--- config.mk ---
export PLATFORM = sky130hd
export DESIGN_NAME = usart_rx_fifo
export DESIGN_NICKNAME = d
export VERILOG_FILES = /design/src/rtl/usart_rx_fifo.sv
export SDC_FILE = /design/constraint.sdc
export NUM_CORES = 1
export LEC_CHECK = 0
export BUFFER_PORTS_ARGS = -buffer_cell sky130_fd_sc_hd__clkbuf_2
export CAP_MARGIN = 30
export CORE_MARGIN = 1.5
export CORE_UTILIZATION = 49
export DETAILED_ROUTE_END_ITERATION = 10
export PLACE_DENSITY = 0.68
export SYNTH_ARGS = -nofsm -noshare
export SYNTH_HDL_FRONTEND = slang
export SYNTH_SLANG_ARGS = --single-unit
--- constraint.sdc ---
create_clock -name clk -period 3.6 [get_ports clk]
set_clock_uncertainty 0.1 [all_clocks]
set_input_delay 0.18 -clock clk [delete_from_list [all_inputs] [get_ports clk]]
set_output_delay 0.18 -clock clk [all_outputs]
set_load 0.03 [all_outputs]
--- src/rtl/usart_rx_fifo.sv ---
// usart_rx_fifo: asynchronous serial receiver (start + DATA_BITS LSB first + stop)
// feeding a word FIFO that the CPU drains one word per rising edge of controle.
// Sticky framing/overrun flags, cleared by clr_err.
// Optional feature: define USART_PARITY_EN to add an even-parity bit between the
// data bits and the stop bit; otherwise parity_err is tied low.
module usart_rx_fifo #(
  parameter int CLKS_PER_BIT = 16,
  parameter int DATA_BITS    = 8,
  parameter int FIFO_DEPTH   = 8,
  parameter int OUT_W        = 32
) (
  input  logic                          clk,
  input  logic                          rst,
  input  logic                          rx,
  input  logic                          controle,
  input  logic                          clr_err,
  output logic [OUT_W-1:0]              dado,
  output logic                          dado_pronto,
  output logic                          habilitar,
  output logic [$clog2(FIFO_DEPTH):0]   nivel,
  output logic                          framing_err,
  output logic                          overrun,
  output logic                          parity_err
);
  localparam int AW = $clog2(FIFO_DEPTH);
  localparam int LW = AW + 1;
  localparam int CW = $clog2(CLKS_PER_BIT);
  localparam int BW = $clog2(DATA_BITS);
  localparam logic [CW-1:0] HALF_LAST = CW'(CLKS_PER_BIT / 2 - 1);
  localparam logic [CW-1:0] BIT_LAST  = CW'(CLKS_PER_BIT - 1);
  localparam logic [BW-1:0] BITS_LAST = BW'(DATA_BITS - 1);

`ifdef USART_PARITY_EN
  typedef enum logic [2:0] {S_IDLE, S_START, S_DATA, S_PARITY, S_STOP} state_t;
`else
  typedef enum logic [2:0] {S_IDLE, S_START, S_DATA, S_STOP} state_t;
`endif

  state_t                 state_reg, state_next;
  logic [CW-1:0]          cnt_reg, cnt_next;
  logic [BW-1:0]          bit_reg, bit_next;
  logic [DATA_BITS-1:0]   shift_reg, shift_next;
  logic                   push_reg, push_next;
  logic                   framing_evt;
  logic                   rx_meta_reg, rx_sync_reg, rx_prev_reg;
  logic                   ctrl_reg;
  logic [DATA_BITS-1:0]   mem [FIFO_DEPTH];
  logic [AW-1:0]          wr_ptr_reg, rd_ptr_reg;
  logic [LW-1:0]          count_reg;
  logic [OUT_W-1:0]       dado_reg;
  logic                   framing_err_reg, overrun_reg;
  logic                   full, empty, pop_req, do_pop, do_push, overrun_evt;
`ifdef USART_PARITY_EN
  logic                   par_bad_reg, par_bad_next, parity_evt, parity_err_reg;
`endif

  // Two-flop synchroniser plus one history flop for start-edge detection; idles high.
  always_ff @(posedge clk or posedge rst) begin
    if (rst) begin
      rx_meta_reg <= 1'b1;
      rx_sync_reg <= 1'b1;
      rx_prev_reg <= 1'b1;
    end else begin
      rx_meta_reg <= rx;
      rx_sync_reg <= rx_meta_reg;
      rx_prev_reg <= rx_sync_reg;
    end
  end

  // Receiver state, bit timing counters and the deferred push request.
  always_ff @(posedge clk or posedge rst) begin
    if (rst) begin
      state_reg <= S_IDLE;
      cnt_reg   <= '0;
      bit_reg   <= '0;
      shift_reg <= '0;
      push_reg  <= 1'b0;
`ifdef USART_PARITY_EN
      par_bad_reg <= 1'b0;
`endif
    end else begin
      state_reg <= state_next;
      cnt_reg   <= cnt_next;
      bit_reg   <= bit_next;
      shift_reg <= shift_next;
      push_reg  <= push_next;
`ifdef USART_PARITY_EN
      par_bad_reg <= par_bad_next;
`endif
    end
  end

  // Next-state logic: the falling edge arms, half a bit later the start is confirmed,
  // then every full bit period a sample is taken. Re-arming after a low stop bit
  // needs rx to return high first, which the edge detector enforces naturally.
  always_comb begin
    state_next  = state_reg;
    cnt_next    = cnt_reg;
    bit_next    = bit_reg;
    shift_next  = shift_reg;
    push_next   = 1'b0;
    framing_evt = 1'b0;
`ifdef USART_PARITY_EN
    par_bad_next = par_bad_reg;
    parity_evt   = 1'b0;
`endif
    case (state_reg)
      S_IDLE: begin
        cnt_next = '0;
        bit_next = '0;
`ifdef USART_PARITY_EN
        par_bad_next = 1'b0;
`endif
        if (rx_prev_reg && !rx_sync_reg) state_next = S_START;
      end
      S_START: begin
        if (cnt_reg == HALF_LAST) begin
          cnt_next   = '0;
          state_next = rx_sync_reg ? S_IDLE : S_DATA;
        end else begin
          cnt_next = cnt_reg + CW'(1);
        end
      end
      S_DATA: begin
        if (cnt_reg == BIT_LAST) begin
          cnt_next   = '0;
          shift_next = {rx_sync_reg, shift_reg[DATA_BITS-1:1]};
          if (bit_reg == BITS_LAST) begin
            bit_next = '0;
`ifdef USART_PARITY_EN
            state_next = S_PARITY;
`else
            state_next = S_STOP;
`endif
          end else begin
            bit_next = bit_reg + BW'(1);
          end
        end else begin
          cnt_next = cnt_reg + CW'(1);
        end
      end
`ifdef USART_PARITY_EN
      S_PARITY: begin
        if (cnt_reg == BIT_LAST) begin
          cnt_next   = '0;
          state_next = S_STOP;
          if (rx_sync_reg != ^shift_reg) begin
            parity_evt   = 1'b1;
            par_bad_next = 1'b1;
          end
        end else begin
          cnt_next = cnt_reg + CW'(1);
        end
      end
`endif
      S_STOP: begin
        if (cnt_reg == BIT_LAST) begin
          cnt_next   = '0;
          state_next = S_IDLE;
          if (!rx_sync_reg) begin
            framing_evt = 1'b1;
          end else begin
`ifdef USART_PARITY_EN
            push_next = !par_bad_reg;
`else
            push_next = 1'b1;
`endif
          end
        end else begin
          cnt_next = cnt_reg + CW'(1);
        end
      end
      default: state_next = S_IDLE;
    endcase
  end

  assign full        = (count_reg == LW'(FIFO_DEPTH));
  assign empty       = (count_reg == '0);
  assign pop_req     = controle && !ctrl_reg;
  assign do_pop      = pop_req && !empty;
  assign do_push     = push_reg && (!full || do_pop);
  assign overrun_evt = push_reg && full && !do_pop;

  // FIFO storage, no reset so it maps onto RAM; written only when the push is accepted.
  always_ff @(posedge clk) begin
    if (do_push) mem[wr_ptr_reg] <= shift_reg;
  end

  // Pointers, occupancy and the registered read port; a pop reads the old head even
  // when a push to the same slot happens on that edge (full FIFO, simultaneous ops).
  always_ff @(posedge clk or posedge rst) begin
    if (rst) begin
      ctrl_reg   <= 1'b0;
      wr_ptr_reg <= '0;
      rd_ptr_reg <= '0;
      count_reg  <= '0;
      dado_reg   <= '0;
    end else begin
      ctrl_reg <= controle;
      if (do_push) wr_ptr_reg <= wr_ptr_reg + AW'(1);
      if (do_pop) begin
        rd_ptr_reg <= rd_ptr_reg + AW'(1);
        dado_reg   <= OUT_W'(mem[rd_ptr_reg]);
      end
      if (do_push && !do_pop)      count_reg <= count_reg + LW'(1);
      else if (!do_push && do_pop) count_reg <= count_reg - LW'(1);
    end
  end

  // Sticky error flags; a new error event beats a clear in the same cycle.
  always_ff @(posedge clk or posedge rst) begin
    if (rst) begin
      framing_err_reg <= 1'b0;
      overrun_reg     <= 1'b0;
`ifdef USART_PARITY_EN
      parity_err_reg  <= 1'b0;
`endif
    end else begin
      if (framing_evt)  framing_err_reg <= 1'b1;
      else if (clr_err) framing_err_reg <= 1'b0;
      if (overrun_evt)  overrun_reg <= 1'b1;
      else if (clr_err) overrun_reg <= 1'b0;
`ifdef USART_PARITY_EN
      if (parity_evt)   parity_err_reg <= 1'b1;
      else if (clr_err) parity_err_reg <= 1'b0;
`endif
    end
  end

  assign dado        = dado_reg;
  assign nivel       = count_reg;
  assign dado_pronto = !empty;
  assign habilitar   = (state_reg != S_IDLE);
  assign framing_err = framing_err_reg;
  assign overrun     = overrun_reg;
`ifdef USART_PARITY_EN
  assign parity_err  = parity_err_reg;
`else
  assign parity_err  = 1'b0;
`endif

endmodule

==> impl_metrics.csv <==
group,metric,value,unit
synth,synth-xor-area-share,0.0154,
critical_path,worstPathRequired,3740,ps
pwr,leakage,0.00205,uW
finish,largest_reg_flops,64,
synth,synth-seq-cells,106,
global_routing,globalRouteOverflowTotal,0,
timing,worst_pin_slew,782,ps
critical_path,worst_r2r_startpoint,"ctrl_reg$_DFF_PP0_",
synth,synthArstFlopShare,0.396,
finish,fill_cells,696,
critical_path,path_cells,"dlygate4sd3_1, clkbuf_2, nand2b_1, a31oi_1, ha_1, inv_1, ha_1, a21o_1, a2111oi_2, a31oi_1, a221o_1",
critical_path,critPathSlowestCell,"dlygate4sd3_1",
route,vias_per_cell,5.41,
cts,cts_resized,0,
synth,synth_adder_area_share,0.0264,
timing,final-hold-violation-count,0,
synth,synthCells,322,
synth,synth_compound_area_frac,0.0680,
synth,synth_simple_gate_area_share,0.0702,
synth,synth_top_cell_area_share,0.423,
finish,drive_gt1_frac,0.193,
global_routing,grt_antenna_before_repair,0,
finish,area_delta_synth_final,9.79,%
finish,final_cells,466,
die,rows,34,
route,ant_nets,0,
critical_path,critPathArrivalTime,3170,ps
timing,fin_crit_sh,0.842,
critical_path,startpoint_type,"primary input",
timing,period_needed,3030,ps
critical_path,rrSetupSlack,610,ps
global_routing,grt_max_degree,43,
die,dieHeight,99.3,um
critical_path,cp_top_family,"compound AO/OA/AOI/OAI gates",
global_routing,grt_usage,0.178,
synth,yosysTopAreaCell,"edfxtp_1",
synth,synth_area_per_cell,14.1,um2
run_status,status,"completed",
critical_path,cp_max_fo,11,
synth,syn_area,4550,um2
route,firstDrtPassIters,4,
finish,fin_nets,367,
critical_path,critPathBufInv,3,
cts,cts_tree,"yes",
route,routed_wl,8.01,mm
critical_path,r2r_cells,9,
cts,insertion_delay,360,ps
cts,numClockSinks,106,
critical_path,crit_path_end_kind,"flop",
synth,synth_area_leaders,"edfxtp_1 42%, dfrtp_1 21%, mux2i_1 7.0%",
flow_run,cap_viol_max_count,0,
timing,rsz0062_at_grt,"no",
route,wl_per_cell,17.2,um
pwr,ir_drop,239,uV
finish,diodes,0,
timing,tns,0,ps
pwr,p_per_area,654,nW/um2
synth,synth_mux_area_frac,0.103,
timing,fmax,330,MHz
synth,synth_edf_count,64,
timing,setup_viol,0,
placement,placed_cells,444,
timing,finalMaxSlewViolations,0,
worst_hold_path,min_path_type,"primary input to async pin",
synth,synth_flop_cell,"edfxtp_1",
placement,hpwl,5.24,mm
global_routing,grt_pass1_vias,2489,
cts,clk_path_buf_depth,2,
finish,layout_commonest_cell,"edfxtp_1",
route,first_iter_violations,170,
die,die_area,9870,um2
die,die_w,99.3,um
placement,port-buffer-count,20,
placement,place.gp.congestion,0.830,
route,vias,2520,
route,drc,0,
global_routing,grt_pass1_wl,13.1,mm
die,boundaryPins,46,
cts,numCtsBuffers,9,
critical_path,crit_type,"primary input to flop",
die,initial_core_util,0.514,
finish,final_cell_mix,"64 x edfxtp_1, 38 x dfrtp_1, 32 x mux2i_1",
synth,yosysWarnings,0,
critical_path,max_stage_delay,540,ps
synth,yosysSeqAreaShare,0.654,
critical_path,timing.rr.end,"nivel[3]$_DFFE_PP0P_",
cts,htreeDepth,3,
cts,clk_pin_slew,90,ps
timing,slew_headroom,0.477,
die,coreArea,8850,um2
cts,root_buffer,"clkbuf_8",
synth,synth_top_family_by_area,"multiplexers",
synth,ys_types,40,
synthesized netlist by cell type (2+ instances only):
library cell  instances
a31oi_1               2
nand3_1              11
nor4_1                3
clkbuf_1              3
nor2_1               11
a22o_1                5
inv_1                 9
xnor2_1               5
edfxtp_1             64
buf_2                 4
mux2_2               13
dfstp_2               3
nor3_1                8
buf_4                27
buf_1                 4
xor2_1                3
a22oi_1              17
dfrtp_1              39
nand2b_1              2
mux2i_1              32
and2_1                3
o21ai_0              11
ha_1                  8
nand2_1              17
nor2b_1               2
or2_2                 2
cell families (layout without fill, tap and decap cells):
family                     count (synthesis)  in the layout
AOI/OAI and AO/OA                         43             43
adders and majority gates                  9              9
buffers and inverters                     47             59
DFF                                      106            106
and+or+nand+nor                           63             63
xor gates and xnor gates                   8              8
other                                      1             25
muxes                                     45             45
how the worst max path moves through the flow:
stage                               from              endpoint  slack, ps  cells past startpoint
floorplan           nivel[1]$_DFFE_PP0P_  nivel[3]$_DFFE_PP0P_        550                     11
global placement      ctrl_reg$_DFF_PP0_  nivel[3]$_DFFE_PP0P_        770                      9
detailed placement    ctrl_reg$_DFF_PP0_  nivel[3]$_DFFE_PP0P_        620                      9
CTS                             controle  nivel[3]$_DFFE_PP0P_        610                     11
global route                    controle  nivel[3]$_DFFE_PP0P_        390                     11
finish                          controle  nivel[3]$_DFFE_PP0P_        570                     11
through the flow:
step	area (um2)	util	setup WS [ps]	hold slack [ps]	power, uW
2_1_floorplan	4640	-	549	84.5	2240
3_3_place_gp	4690	0.530	774	167	2440
3_5_place_dp	4690	0.530	624	177	2460
4_1_cts	4950	0.560	608	266	3270
5_1_grt	4990	0.564	389	123	3430
6_report	4990	0.564	569	131	3260
power by group:
| part | internal (uW) | leakage, uW | switching [uW] | total [uW] |
|---|---|---|---|---|
| clock | 416 | 0.000114 | 395 | 811 |
| sequential | 1370 | 0.00110 | 121 | 1490 |
| combinational | 366 | 0.000835 | 596 | 962 |
worst reg2reg max path, cell delays in order, from the launching register on:
cell       delay [ps]
dfrtp_1           360
nand2b_1          280
a31oi_1           420
ha_1              300
inv_1             130
ha_1              300
a21o_1            210
a2111oi_2         370
a31oi_1            80
a221o_1           320
per-layer routing:
metal  track usage  routed length, um  vias to the layer above
met4        0.0683                114                        0
met5             0                  0                        -
met3        0.0316                353                        6
li1              -                  -                     1195
met2         0.272               3870                       68
met1         0.258               3670                     1251
area by class of cell:
| type | instances | area, um2 | area share |
|---|---|---|---|
| clock buffers | 11 | 141 | 0.0283 |
| clock inverters | 5 | 86.3 | 0.0173 |
| inverters | 9 | 33.8 | 0.00677 |
| multi-input cells | 193 | 1380 | 0.276 |
| flip-flops and latches | 106 | 2980 | 0.596 |
| well taps | 108 | 135 | 0.0271 |
| repair buffers | 34 | 240 | 0.0481 |
repair_timing:
action	4_1_cts	5_1_grt
endpoints found under the hold margin	43	0
buffers inserted	0	0
endpoints found under the setup margin	0	0
hold buffers	4	0
(Power assumes the default switching activity.)
